$ cat src/rtl/countdown_sched_if.sv
//==============================================================================
// Module      : countdown_sched_if
// Description : Client/counter signal bundle for countdown_sched. The master
//               side drives requests, presets and the counter's done. The
//               slave side is the scheduler.
// Revision    : 1.0 - initial release
//==============================================================================
`default_nettype none

interface countdown_sched_if #(
    parameter int NREQ = 4
);
    logic [NREQ-1:0]      req;
    logic [16*NREQ-1:0]   preset;
    logic [NREQ-1:0]      grant;
    logic [NREQ-1:0]      ack;
    logic                 err;
    logic [15:0]          cnt_value;
    logic                 cnt_start;
    logic                 cnt_done;
    logic                 busy;

    modport master (
        output req, preset, cnt_done,
        input  grant, ack, err, cnt_value, cnt_start, busy
    );

    modport slave (
        input  req, preset, cnt_done,
        output grant, ack, err, cnt_value, cnt_start, busy
    );
endinterface

`default_nettype wire

$ cat src/rtl/countdown_sched.sv
//==============================================================================
// Module      : countdown_sched
// Description : Round-robin sequencer that shares one two-digit ASCII
//               countdown unit among NREQ requesters. It validates the preset,
//               starts the counter, waits for done, then acks the winner.
//               Optional watchdog on cnt_done: define TIMEOUT_EN.
// Revision    : 1.0 - initial release
//==============================================================================
`default_nettype none

module countdown_sched #(
    parameter int NREQ     = 4,
    parameter int MAX_WAIT = 1024
) (
    input  wire logic        clock,
    input  wire logic        reset,
    countdown_sched_if.slave sched
);

    localparam int c_IW = (NREQ > 1) ? $clog2(NREQ) : 1;

    typedef enum logic [2:0] {
        S_IDLE  = 3'd0,
        S_CHECK = 3'd1,
        S_START = 3'd2,
        S_WAIT  = 3'd3,
        S_ACK   = 3'd4
    } state_t;

    state_t            r_state;
    state_t            w_state_nxt;
    logic [c_IW-1:0]   r_ptr;
    logic [c_IW-1:0]   r_idx;
    logic [c_IW-1:0]   w_pick;
    logic              w_any;
    logic [15:0]       w_sel_preset;
    logic [15:0]       r_value;
    logic              r_err;
    logic              w_err_nxt;
    logic              w_tens_ok;
    logic              w_units_ok;
    logic              w_zero;
    logic              w_timeout;
    logic [NREQ-1:0]   w_onehot;

    // Round-robin pick: the nearest requester after the pointer wins, so the
    // farthest candidates are visited first and get overwritten by nearer ones.
    always_comb begin
        w_pick = r_ptr;
        w_any  = 1'b0;
        for (int k = NREQ; k >= 1; k--) begin
            for (int i = 0; i < NREQ; i++) begin
                if ((i == ((int'(r_ptr) + k) % NREQ)) && sched.req[i]) begin
                    w_pick = c_IW'(i);
                    w_any  = 1'b1;
                end
            end
        end
    end

    // Preset of the chosen requester, captured on the IDLE latch.
    always_comb begin
        w_sel_preset = 16'h3030;
        for (int i = 0; i < NREQ; i++) begin
            if (w_pick == c_IW'(i)) begin
                w_sel_preset = sched.preset[16*i +: 16];
            end
        end
    end

    // Decode the latched index into the one-hot owner vector.
    always_comb begin
        w_onehot = '0;
        for (int i = 0; i < NREQ; i++) begin
            w_onehot[i] = (r_idx == c_IW'(i));
        end
    end

    assign w_tens_ok  = (r_value[15:8] >= 8'h30) && (r_value[15:8] <= 8'h39);
    assign w_units_ok = (r_value[7:0]  >= 8'h30) && (r_value[7:0]  <= 8'h39);
    assign w_zero     = (r_value == 16'h3030);

`ifdef TIMEOUT_EN
    localparam int c_WW = $clog2(MAX_WAIT + 1);

    logic [c_WW-1:0] r_wait_cnt;

    // Watchdog: cleared by START, counts WAIT cycles.
    always_ff @(posedge clock or posedge reset) begin
        if (reset) begin
            r_wait_cnt <= '0;
        end else if (r_state == S_START) begin
            r_wait_cnt <= '0;
        end else if ((r_state == S_WAIT) && (32'(r_wait_cnt) < 32'(MAX_WAIT))) begin
            r_wait_cnt <= r_wait_cnt + 1'b1;
        end
    end

    // Fires in the WAIT cycle that places ACK exactly MAX_WAIT clocks after START.
    assign w_timeout = (32'(r_wait_cnt) + 32'd2) >= 32'(MAX_WAIT);
`else
    // No watchdog: WAIT lasts until cnt_done (expression is constant false).
    assign w_timeout = (MAX_WAIT < 0);
`endif

    // Next-state and error decision.
    always_comb begin
        w_state_nxt = r_state;
        w_err_nxt   = r_err;
        case (r_state)
            S_IDLE: begin
                if (w_any) begin
                    w_state_nxt = S_CHECK;
                end
            end
            S_CHECK: begin
                if (!(w_tens_ok && w_units_ok)) begin
                    w_state_nxt = S_ACK;
                    w_err_nxt   = 1'b1;
                end else if (w_zero) begin
                    w_state_nxt = S_ACK;
                    w_err_nxt   = 1'b0;
                end else begin
                    w_state_nxt = S_START;
                end
            end
            S_START: begin
                w_state_nxt = S_WAIT;
            end
            S_WAIT: begin
                // done takes precedence over a coincident timeout
                if (sched.cnt_done) begin
                    w_state_nxt = S_ACK;
                    w_err_nxt   = 1'b0;
                end else if (w_timeout) begin
                    w_state_nxt = S_ACK;
                    w_err_nxt   = 1'b1;
                end
            end
            S_ACK: begin
                w_state_nxt = S_IDLE;
            end
            default: begin
                w_state_nxt = S_IDLE;
            end
        endcase
    end

    // State register plus the job latch and round-robin pointer.
    always_ff @(posedge clock or posedge reset) begin
        if (reset) begin
            r_state <= S_IDLE;
            r_ptr   <= c_IW'(NREQ - 1);
            r_idx   <= '0;
            r_value <= 16'h3030;
            r_err   <= 1'b0;
        end else begin
            r_state <= w_state_nxt;
            r_err   <= w_err_nxt;
            if ((r_state == S_IDLE) && w_any) begin
                r_idx   <= w_pick;
                r_value <= w_sel_preset;
            end
            if (r_state == S_ACK) begin
                r_ptr <= r_idx;
            end
        end
    end

    assign sched.busy      = (r_state != S_IDLE);
    assign sched.grant     = (r_state != S_IDLE) ? w_onehot : '0;
    assign sched.ack       = (r_state == S_ACK) ? w_onehot : '0;
    assign sched.err       = (r_state == S_ACK) && r_err;
    assign sched.cnt_start = (r_state == S_START);
    assign sched.cnt_value = r_value;

endmodule

`default_nettype wire

$ cat src/flat_wrapper.sv
// flat-port wrapper written by rule: the top's interface ports become plain ports
module countdown_sched_flat 
#(
    parameter int NREQ     = 4,
    parameter int MAX_WAIT = 1024
)
  (clock, reset, sched_req, sched_preset, sched_cnt_done, sched_grant, sched_ack, sched_err, sched_cnt_value, sched_cnt_start, sched_busy);
  countdown_sched_if #(.NREQ(NREQ)) sched_i ();
  input  wire logic clock;
  input  wire logic reset;
  input wire logic [$bits(sched_i.req)-1:0] sched_req;
  input wire logic [$bits(sched_i.preset)-1:0] sched_preset;
  input wire logic [$bits(sched_i.cnt_done)-1:0] sched_cnt_done;
  output wire logic [$bits(sched_i.grant)-1:0] sched_grant;
  output wire logic [$bits(sched_i.ack)-1:0] sched_ack;
  output wire logic [$bits(sched_i.err)-1:0] sched_err;
  output wire logic [$bits(sched_i.cnt_value)-1:0] sched_cnt_value;
  output wire logic [$bits(sched_i.cnt_start)-1:0] sched_cnt_start;
  output wire logic [$bits(sched_i.busy)-1:0] sched_busy;
  assign sched_i.req = sched_req;
  assign sched_i.preset = sched_preset;
  assign sched_i.cnt_done = sched_cnt_done;
  assign sched_grant = sched_i.grant;
  assign sched_ack = sched_i.ack;
  assign sched_err = sched_i.err;
  assign sched_cnt_value = sched_i.cnt_value;
  assign sched_cnt_start = sched_i.cnt_start;
  assign sched_busy = sched_i.busy;
  countdown_sched #(.NREQ(NREQ), .MAX_WAIT(MAX_WAIT)) u_core (.clock(clock), .reset(reset), .sched(sched_i));
endmodule
$ cat config.mk
export PLATFORM = sky130hd
export DESIGN_NAME = countdown_sched_flat
export DESIGN_NICKNAME = d
export VERILOG_FILES = /design/src/rtl/countdown_sched_if.sv /design/src/rtl/countdown_sched.sv /design/src/flat_wrapper.sv
export SDC_FILE = /design/constraint.sdc
export NUM_CORES = 1
export LEC_CHECK = 0
export BUFFER_PORTS_ARGS = -buffer_cell sky130_fd_sc_hd__buf_2
export CAP_MARGIN = 20
export CORE_MARGIN = 5
export CORE_UTILIZATION = 35
export CTS_CLUSTER_DIAMETER = 40
export DETAILED_ROUTE_END_ITERATION = 16
export PLACE_DENSITY = 0.74
export SYNTH_ARGS = -nofsm -noshare
export SYNTH_HDL_FRONTEND = slang
export SYNTH_SLANG_ARGS = --single-unit
$ cat constraint.sdc
create_clock -name clock -period 1.9 [get_ports clock]
set_input_delay 0.38 -clock clock [delete_from_list [all_inputs] [get_ports clock]]
set_output_delay 0.38 -clock clock [all_outputs]
set_load 0.005 [all_outputs]
; Word-level counts from Yosys, hierarchy flattened
; Cells that the tools add are included.
[word_totals]
regBits = 24
inputBits = 71
output_inout_bits = 27
[op_classes]
addsub = 4
magnitude_cmp = 4
n_eq_ne = 26
muxes = 47
n_bitwise = 4
n_reduce_logical = 36
[op_table]
columns = op, n
row1 = 32-bit logical NOT, 4
row2 = 16-bit 2-to-1 mux, 4
row3 = 2-bit 2-to-1 mux, 16
row4 = 3-bit equality test (first input constant), 8
row5 = 1-bit logical AND, 21
row6 = 1-bit 2-to-1 mux, 19
row7 = 16-bit by 14-bit equality test with 1-bit output (second input constant), 1
row8 = 8-bit by 6-bit greater-or-equal comparator with 1-bit output (second input constant), 2
row9 = 8-bit by 6-bit <= comparator with 1-bit output (second input constant), 2
row10 = 2-bit by 3-bit equality test with 1-bit output (first input constant), 4
row11 = 3-bit 2-to-1 mux, 4
row12 = 3-bit one-hot mux with 4 select lines, 1
row13 = 2-bit equality test (second input constant), 4
row14 = 4-bit 2-to-1 mux, 2
row15 = 2-bit OR reduction, 4
row16 = 3-bit by 2-bit equality test with 1-bit output (second input constant), 2
row17 = 2-bit by 1-bit adder with 2-bit output (second input constant), 2
row18 = 2-bit adder (second input constant), 2
row19 = 1-bit AND (first input constant), 4
row20 = 2-bit by 1-bit equality test with 1-bit output (second input constant), 2
row21 = 2-bit logical NOT, 2
row22 = 3-bit by 1-bit equality test with 1-bit output (second input constant), 1
row23 = 3-bit equality test (second input constant), 1
row24 = 3-bit logical NOT, 1
row25 = 8 further kinds, 8

; Depth between registers and ports, before layout
; Gate-level depths: netlist of run 1.
[depth]
word_depth = 26
ltp_mapped = 8
depth_no_buf = 6

; Worst setup path before layout of run 1
; OpenSTA, ideal clock, no wires.
[synth_timing]
kind = reg-to-reg
startpoint = reg u_core.r_ptr[1]
endpoint = reg u_core.r_value[0], in the netlist u_core.sched.cnt_value[0]
setup_ns = 0.130
t_arrival_ns = 1.723
required_ns = 1.770
setup_slack_ns = 0.047
stages_incl_launch_ff = 8
synth_period_minus_slack_ns = 1.853
cell_sequence = dfstp_2 > buf_6 > o21ai_2 > and3_4 > or2_4 > buf_6 > a2111oi_2 > o21ai_1
[synth_between]
elab_chain_cells = 26
[synth_lines]
columns = item, line
row1 = from (decl), countdown_sched.sv:32  ; logic [c_IW-1:0] r_ptr;
row2 = from (signal assigned), countdown_sched.sv:153  ; r_ptr <= c_IW'(NREQ - 1);
row3 = from (signal assigned), countdown_sched.sv:165  ; r_ptr <= r_idx;
row4 = 2-bit by 1-bit adder with 2-bit output, countdown_sched.sv:53  ; if ((i == ((int'(r_ptr) + k) % NREQ)) && sched.req[i]) begin
row5 = 2-bit OR reduction (no line), --
row6 = 1-bit AND (no line), --
row7 = 32-bit logical NOT, countdown_sched.sv:53
row8 = 1-bit logical AND, countdown_sched.sv:53
row9 = 2-bit 2-to-1 mux (16 in a row), countdown_sched.sv:53
row10 = 2-bit logical NOT, countdown_sched.sv:65  ; if (w_pick == c_IW'(i)) begin
row11 = 16-bit 2-to-1 mux (4 in a row), countdown_sched.sv:65
row12 = to (signal assigned), countdown_sched.sv:162  ; r_value <= w_sel_preset;
row13 = to (decl), countdown_sched.sv:37  ; logic [15:0] r_value;
; Several ways; a longest one is shown, not always the timed one.
; A chain may end at the register's enable or synchronous reset.

; Worst setup path after layout of run 1
[layout_timing]
startpoint = reg u_core.r_ptr[1]
endpoint = reg u_core.r_value[1], in the netlist u_core.sched.cnt_value[1]
; Same word-level chain as after synthesis.

==> impl_metrics.yaml, run 1 <==
run_status:
  status: "finished with violations"
  violations: "setup timing"
detailed_routing:
  via_per_inst: 5.57
  vias: 2302
  post-route-drc-count: 0
  wirelength_um: 7210
  wl_per_cell_um: 17.5
  drtIter0Drc: 171
  drt_first_pass_iters: 4
  drtAntennaViolNets: 0
power_and_ir_drop:
  comb_power_share: 0.672
  power.switching_mw: 1.99
  seqPwrFrac: 0.230
  power.internal_mw: 2.66
  p_leak_nw: 1.39
  clkPwrFrac: 0.098
  p_per_area_nw_per_um2: 1530
  ir_drop_mv: 0.620
  switching_share: 0.428
  finalPower_mw: 4.65
grt:
  grt_pass1_vias: 2105
  grt_overflow: 0
  grt_usage: 0.172
  grt_pass1_wl_um: 10200
  grt_max_degree: 25
  antenna_found_initial: 0
sta:
  tightest_slew_ns: 0.359
  setup_viol: 7
  layout_setup_ws_ns: -0.0195
  min_period_ns: 1.92
  final_hold_viol_count: 0
  slew_viol_final: 0
  relSlewSlack: 0.757
  fin_worst_skew_ns: 0.00776
  max_freq_mhz: 521
  period_share: 1.01
  rsz0062_at_grt: "true"
clocking:
  cts-htree-levels: 1
  tritoncts: "yes"
  root_buffer: "clkbuf_8"
  cts_hold_buffers: 0
  clk_latency_ns: 0.27
  cts-buffers-inserted: 3
  clockBufferDepth: 2
  cts_sinks: 24
  path_clk_slew_ns: 0.09
synth:
  synth_nets: 292
  synth.distinct_cells: 50
  synth_top_cells_by_area: "dfrtp_1 23%, a22o_1 11%, dfstp_2 8.2%, a2111oi_2 7.0%, nand2_1 4.5%"
  ys_seq_area_frac: 0.316
  synth_top_area_frac: 0.234
  synth_area_um2: 1920
  synth_top_area_cell: "dfrtp_1"
  avgSynthCellArea_um2: 8.71
  ys_ff_latch: 24
  ys_warn_count: 0
  synthCells: 221
floorplanning:
  die_area_um2: 7080
  std_cell_rows: 27
  num_io_pins: 98
  fp.coreArea_um2: 5440
  start_util: 0.354
  die_h_um: 84.2
  die_w_um: 84.2
layout:
  drive_above_1_share: 0.519
  syn_to_final_growth_pct: 57.9
  stdcell_count: 413
  nNetsFinal: 413
  antenna-diode-count: 0
  regArea_um2: 608
  fill_cells: 472
  multiInputGateArea_um2: 1420
place:
  dpl.cell_count: 394
  io_buffers: 97
  gp_congestion: 0.840
  post-dp-hpwl_um: 5040
setup_path:
  max_stage_delay_ns: 0.63
  arrival_ns: 2.07
  start_kind: "flop"
  crit_required_ns: 2.05
  rrSetupSlack_ns: -0.02
  cp_max_fo: 7
  path_class: "flop to flop"
  crit_chain: "o21ai_2, and3_4, or2_4, buf_4, a2111oi_4, o21ai_1"
  slowest_stage: "dfstp_2"
  end_kind: "flop"
hold_path:
  min_path_type: "input pin to asynchronous set/reset pin"
job:
  maxCapViolCount: 0
## metal layers
metal | up-vias | wire length (µm) | GRT usage | part of all wire
li1 | 1092 | - | - | -
met1 | 1097 | 3170 | 0.245 | 0.44
met2 | 99 | 3520 | 0.275 | 0.49
met3 | 14 | 360 | 0.0186 | 0.050
met4 | 0 | 163 | 0.0526 | 0.023
met5 | - | 0 | 0 | 0
## through the flow
step           utilization  TNS [ns]  setup slack, ns  hold slack [ns]  instance area [µm²]
5_1_grt              0.559    -0.834          -0.0901            0.177                 3040
6_report             0.559   -0.0787          -0.0195            0.136                 3040
3_5_place_dp         0.476    -0.521           -0.169            0.449                 2590
4_1_cts              0.499   -0.0628          -0.0222            0.152                 2720
2_1_floorplan            -         0           0.0469            0.390                 1920
3_3_place_gp         0.476    -0.253          -0.0925            0.446                 2590
## cells in the mapped netlist (all sizes together)
cell,count
dfstp,6
o22ai,1
a22oi,1
o21ai,31
a211oi,3
nand2,23
nand2b,5
nor4bb,2
and3,2
nor3,4
o21bai,1
nor2,21
nand4,2
nor4b,1
clkbuf,7
a31oi,5
inv,6
or3,1
mux2,2
a221oi,1
dfrtp,18
a21o,1
nor4,3
nand3,1
or3b,1
o2bb2ai,4
a21oi,9
nor2b,2
or2,3
a22o,24
o32a,1
o221ai,4
o32ai,1
buf,11
a2111oi,12
nor3b,1
## path summary, 6_finish.rpt
| path | from | endpoint | cells after the start |
|---|---|---|---|
| hold reg to reg | u_core.sched.cnt_value[6] | u_core.sched.cnt_value[6] | 2 |
| min in group clock | sched_preset[45] | u_core.sched.cnt_value[13] | 3 |
| setup reg to reg | u_core.r_ptr[1] | u_core.sched.cnt_value[1] | 6 |
| max in group asynchronous | reset | u_core.r_ptr[1] | 3 |
| setup / recovery | u_core.r_ptr[1] | u_core.sched.cnt_value[1] | 6 |
| hold / removal | reset | u_core.sched.cnt_value[8] | 3 |
## power by group through the flow
| stage | logic, mW | registers, mW | clock network [mW] |
|---|---|---|---|
| 5_1_grt | 3.38 | 1.11 | 0.475 |
| 3_3_place_gp | 2.35 | 1.08 | 0 |
| 4_1_cts | 2.51 | 1.06 | 0.458 |
| 2_1_floorplan | 1.58 | 1.02 | 0 |
| 3_5_place_dp | 2.39 | 1.08 | 0 |
| 6_report | 3.12 | 1.07 | 0.456 |
## registers in the layout, indices dropped and copies added, names as in the netlist
signal / count
u_core.r_err: 1
u_core.r_ptr: 2
u_core.r_idx: 2
u_core.r_state: 3
u_core.sched.cnt_value: 16
## layout by cell type (no fill, tap or decap), types with 5 or more instances in the layout
| cell type | instances |
|---|---|
| a2111oi_4 | 11 |
| a21oi_1 | 9 |
| a22o_1 | 20 |
| buf_2 | 97 |
| buf_4 | 27 |
| buf_6 | 7 |
| dfrtp_1 | 18 |
| dfstp_2 | 6 |
| inv_1 | 6 |
| nand2_1 | 22 |
| nand2b_1 | 5 |
| nor2_1 | 20 |
| o21ai_0 | 17 |
| o21ai_1 | 13 |
## final cells by class
type                    instances  share of cell area
inverters                       6             0.00741
repair buffers                134               0.272
flip-flops and latches         24               0.200
multi-input cells             173               0.467
well taps                      72              0.0296
clock buffers                   3              0.0136
clock inverters                 1             0.00988
## cell families after synthesis
kind of cell	Yosys count	synth area share
compound gates	99	0.408
mux	2	0.0117
flops	24	0.316
simple gates	72	0.197
buf+inv	24	0.0670
## critical path: cells and delay by family (launching register included)
| family | cells | cell delay [ns] |
|---|---|---|
| AOI/OAI and AO/OA | 3 | 0.54 |
| and+or+nand+nor | 2 | 0.47 |
| DFF | 1 | 0.63 |
| buffers and inverters | 1 | 0.17 |
## timing repair
item,CTS,global route
pin swaps,2,28
setup buffers,1,14
gates resized for setup,9,28
gates cloned,0,0
endpoints found under the setup margin,12,16
No activity file was read; power rests on OpenSTA's default activity.
==> run 2: changes to the inputs <==
--- a/config.mk
+++ b/config.mk
@@ -11,7 +11,9 @@
 export CORE_UTILIZATION = 35
 export CTS_CLUSTER_DIAMETER = 40
 export DETAILED_ROUTE_END_ITERATION = 16
+export GPL_ROUTABILITY_DRIVEN = 0
 export PLACE_DENSITY = 0.74
+export RECOVER_POWER = 100
 export SYNTH_ARGS = -nofsm -noshare
 export SYNTH_HDL_FRONTEND = slang
 export SYNTH_SLANG_ARGS = --single-unit
==> run 2 against run 1 <==
- the run still ends with setup timing left
- final area fell by 0.12%
- hold slack better by 0.26 ns
- non-clock buffer count is the same
- via count grew 0.17%
- cell count stayed put
- wire length rose by 0.44%
- critical path type unchanged
==> impl_metrics.yaml, run 2 (synthesis results as in run 1) <==
layout:
  drive_above_1_share: 0.516
  final_common_cell: "buf_2"
  nNetsFinal: 413
  fill_cells: 471
  antenna-diode-count: 0
  largest_reg_flops: 16
  multiInputGateArea_um2: 1420
  regArea_um2: 608
  stdcell_count: 413
  syn_to_final_growth_pct: 57.7
  layout_common_cells: "97 x buf_2, 26 x buf_4, 22 x nand2_1, 20 x nor2_1, 20 x a22o_1"
setup_path:
  cp_max_fo: 7
  crit_required_ns: 2.06
  rrSetupSlack_ns: -0.03
  arrival_ns: 2.08
  path_class: "flop to flop"
  reg2reg_depth: 6
  start_kind: "flop"
  end_kind: "flop"
clocking:
  cts_hold_buffers: 0
  cts-htree-levels: 1
  cts-buffers-inserted: 3
  path_clk_slew_ns: 0.09
  root_buffer: "clkbuf_8"
  tritoncts: "yes"
  clockBufferDepth: 2
  cts_sinks: 24
  clk_latency_ns: 0.27
sta:
  tightest_slew_ns: 1.31
  setup_tns_ns: -0.126
  period_share: 1.02
  min_period_ns: 1.93
  slew_viol_final: 0
  layout_setup_ws_ns: -0.0295
  final_hold_viol_count: 0
  relSlewSlack: 0.125
  max_freq_mhz: 518
  whs_ns: 0.395
  fin_worst_skew_ns: 0.00750
  rsz0062_at_grt: "true"
  setup_viol: 9
detailed_routing:
  vias: 2306
  drtAntennaViolNets: 0
  wl_per_cell_um: 17.5
  post-route-drc-count: 0
  via_per_inst: 5.58
  drt_first_pass_iters: 4
  wirelength_um: 7240
  drtIter0Drc: 169
floorplanning:
  die_h_um: 84.2
  die_area_um2: 7080
  die_w_um: 84.2
  std_cell_rows: 27
  num_io_pins: 98
  fp.coreArea_um2: 5440
  start_util: 0.354
power_and_ir_drop:
  ir_drop_mv: 0.621
  comb_power_share: 0.671
  clkPwrFrac: 0.098
  power.internal_mw: 2.66
  p_leak_nw: 1.38
  switching_share: 0.429
  p_per_area_nw_per_um2: 1530
  power.switching_mw: 2.00
  seqPwrFrac: 0.231
  finalPower_mw: 4.66
grt:
  grt_pass1_vias: 2105
  grt_usage: 0.172
  grt_pass1_wl_um: 10200
  grt_max_degree: 25
  gr-max-usage-layer: "met2"
  globalRouteMet3Util: 0.0186
  grt_overflow: 0
  grt.met1_usage: 0.245
  use_met2: 0.275
  antenna_found_initial: 0
place:
  dpl.cell_count: 394
  post-dp-hpwl_um: 5040
  io_buffers: 97
  pre_cts_ws_ns: -0.169
hold_path:
  min_path_type: "input pin to flop"
  min_path_cells: 3
run_status:
  violations: "setup timing"
  status: "finished with violations"
job:
  maxCapViolCount: 0
==> run 2: cell count changes in the layout (fill, tap and decap cells not counted) <==
cell | previous run | this run
clkbuf_1 | 0 | 1
buf_4 | 27 | 26
==> run 2: worst paths after layout <==
kind | start | to
max | u_core.r_ptr[1] | u_core.sched.cnt_value[1]
min | sched_preset[45] | u_core.sched.cnt_value[13]
max reg2reg | u_core.r_ptr[1] | u_core.sched.cnt_value[1]
min reg2reg | u_core.sched.cnt_value[6] | u_core.sched.cnt_value[6]
max in group asynchronous | reset | u_core.r_state[0]
min in group asynchronous | reset | u_core.sched.cnt_value[8]
==> run 2: power by group through the flow <==
stage	Sequential (mW)	Clock (mW)	Combinational [mW]
after floorplan	1.02	0	1.58
after detailed placement	1.08	0	2.39
after global routing	1.11	0.475	3.37
after global placement	1.08	0	2.35
after CTS	1.06	0.458	2.51
final	1.08	0.457	3.13
==> run 2: metrics by stage <==
step | utilization | instance area (µm²)
2_1_floorplan | - | 1920
3_3_place_gp | 0.476 | 2590
3_5_place_dp | 0.476 | 2590
4_1_cts | 0.499 | 2720
5_1_grt | 0.558 | 3040
6_report | 0.558 | 3040
==> run 2: cell type report <==
cell class              instances  area share
multi-input cells             173       0.468
repair buffers                134       0.271
flip-flops and latches         24       0.200
well taps                      72      0.0297
clock buffers                   3      0.0136
clock inverters                 1     0.00989
inverters                       6     0.00742
==> run 2: timing repair <==
action | in CTS | in global routing
setup endpoints to repair | 12 | 16
pin swaps | 2 | 28
resized for setup | 9 | 28
setup buffers | 1 | 14
==> run 2: worst max-delay path: stages, from the launching register on <==
cell       delay (ns)
dfstp_2          0.63
o21ai_2          0.08
and3_4           0.18
or2_4            0.29
buf_4            0.17
a2111oi_4        0.37
o21ai_1          0.09
==> run 2: routing by layer <==
layer | wire, µm | vias to the layer above
met5 | 0 | -
met2 | 3500 | 94
met4 | 151 | 0
met3 | 381 | 12
li1 | - | 1093
met1 | 3210 | 1107
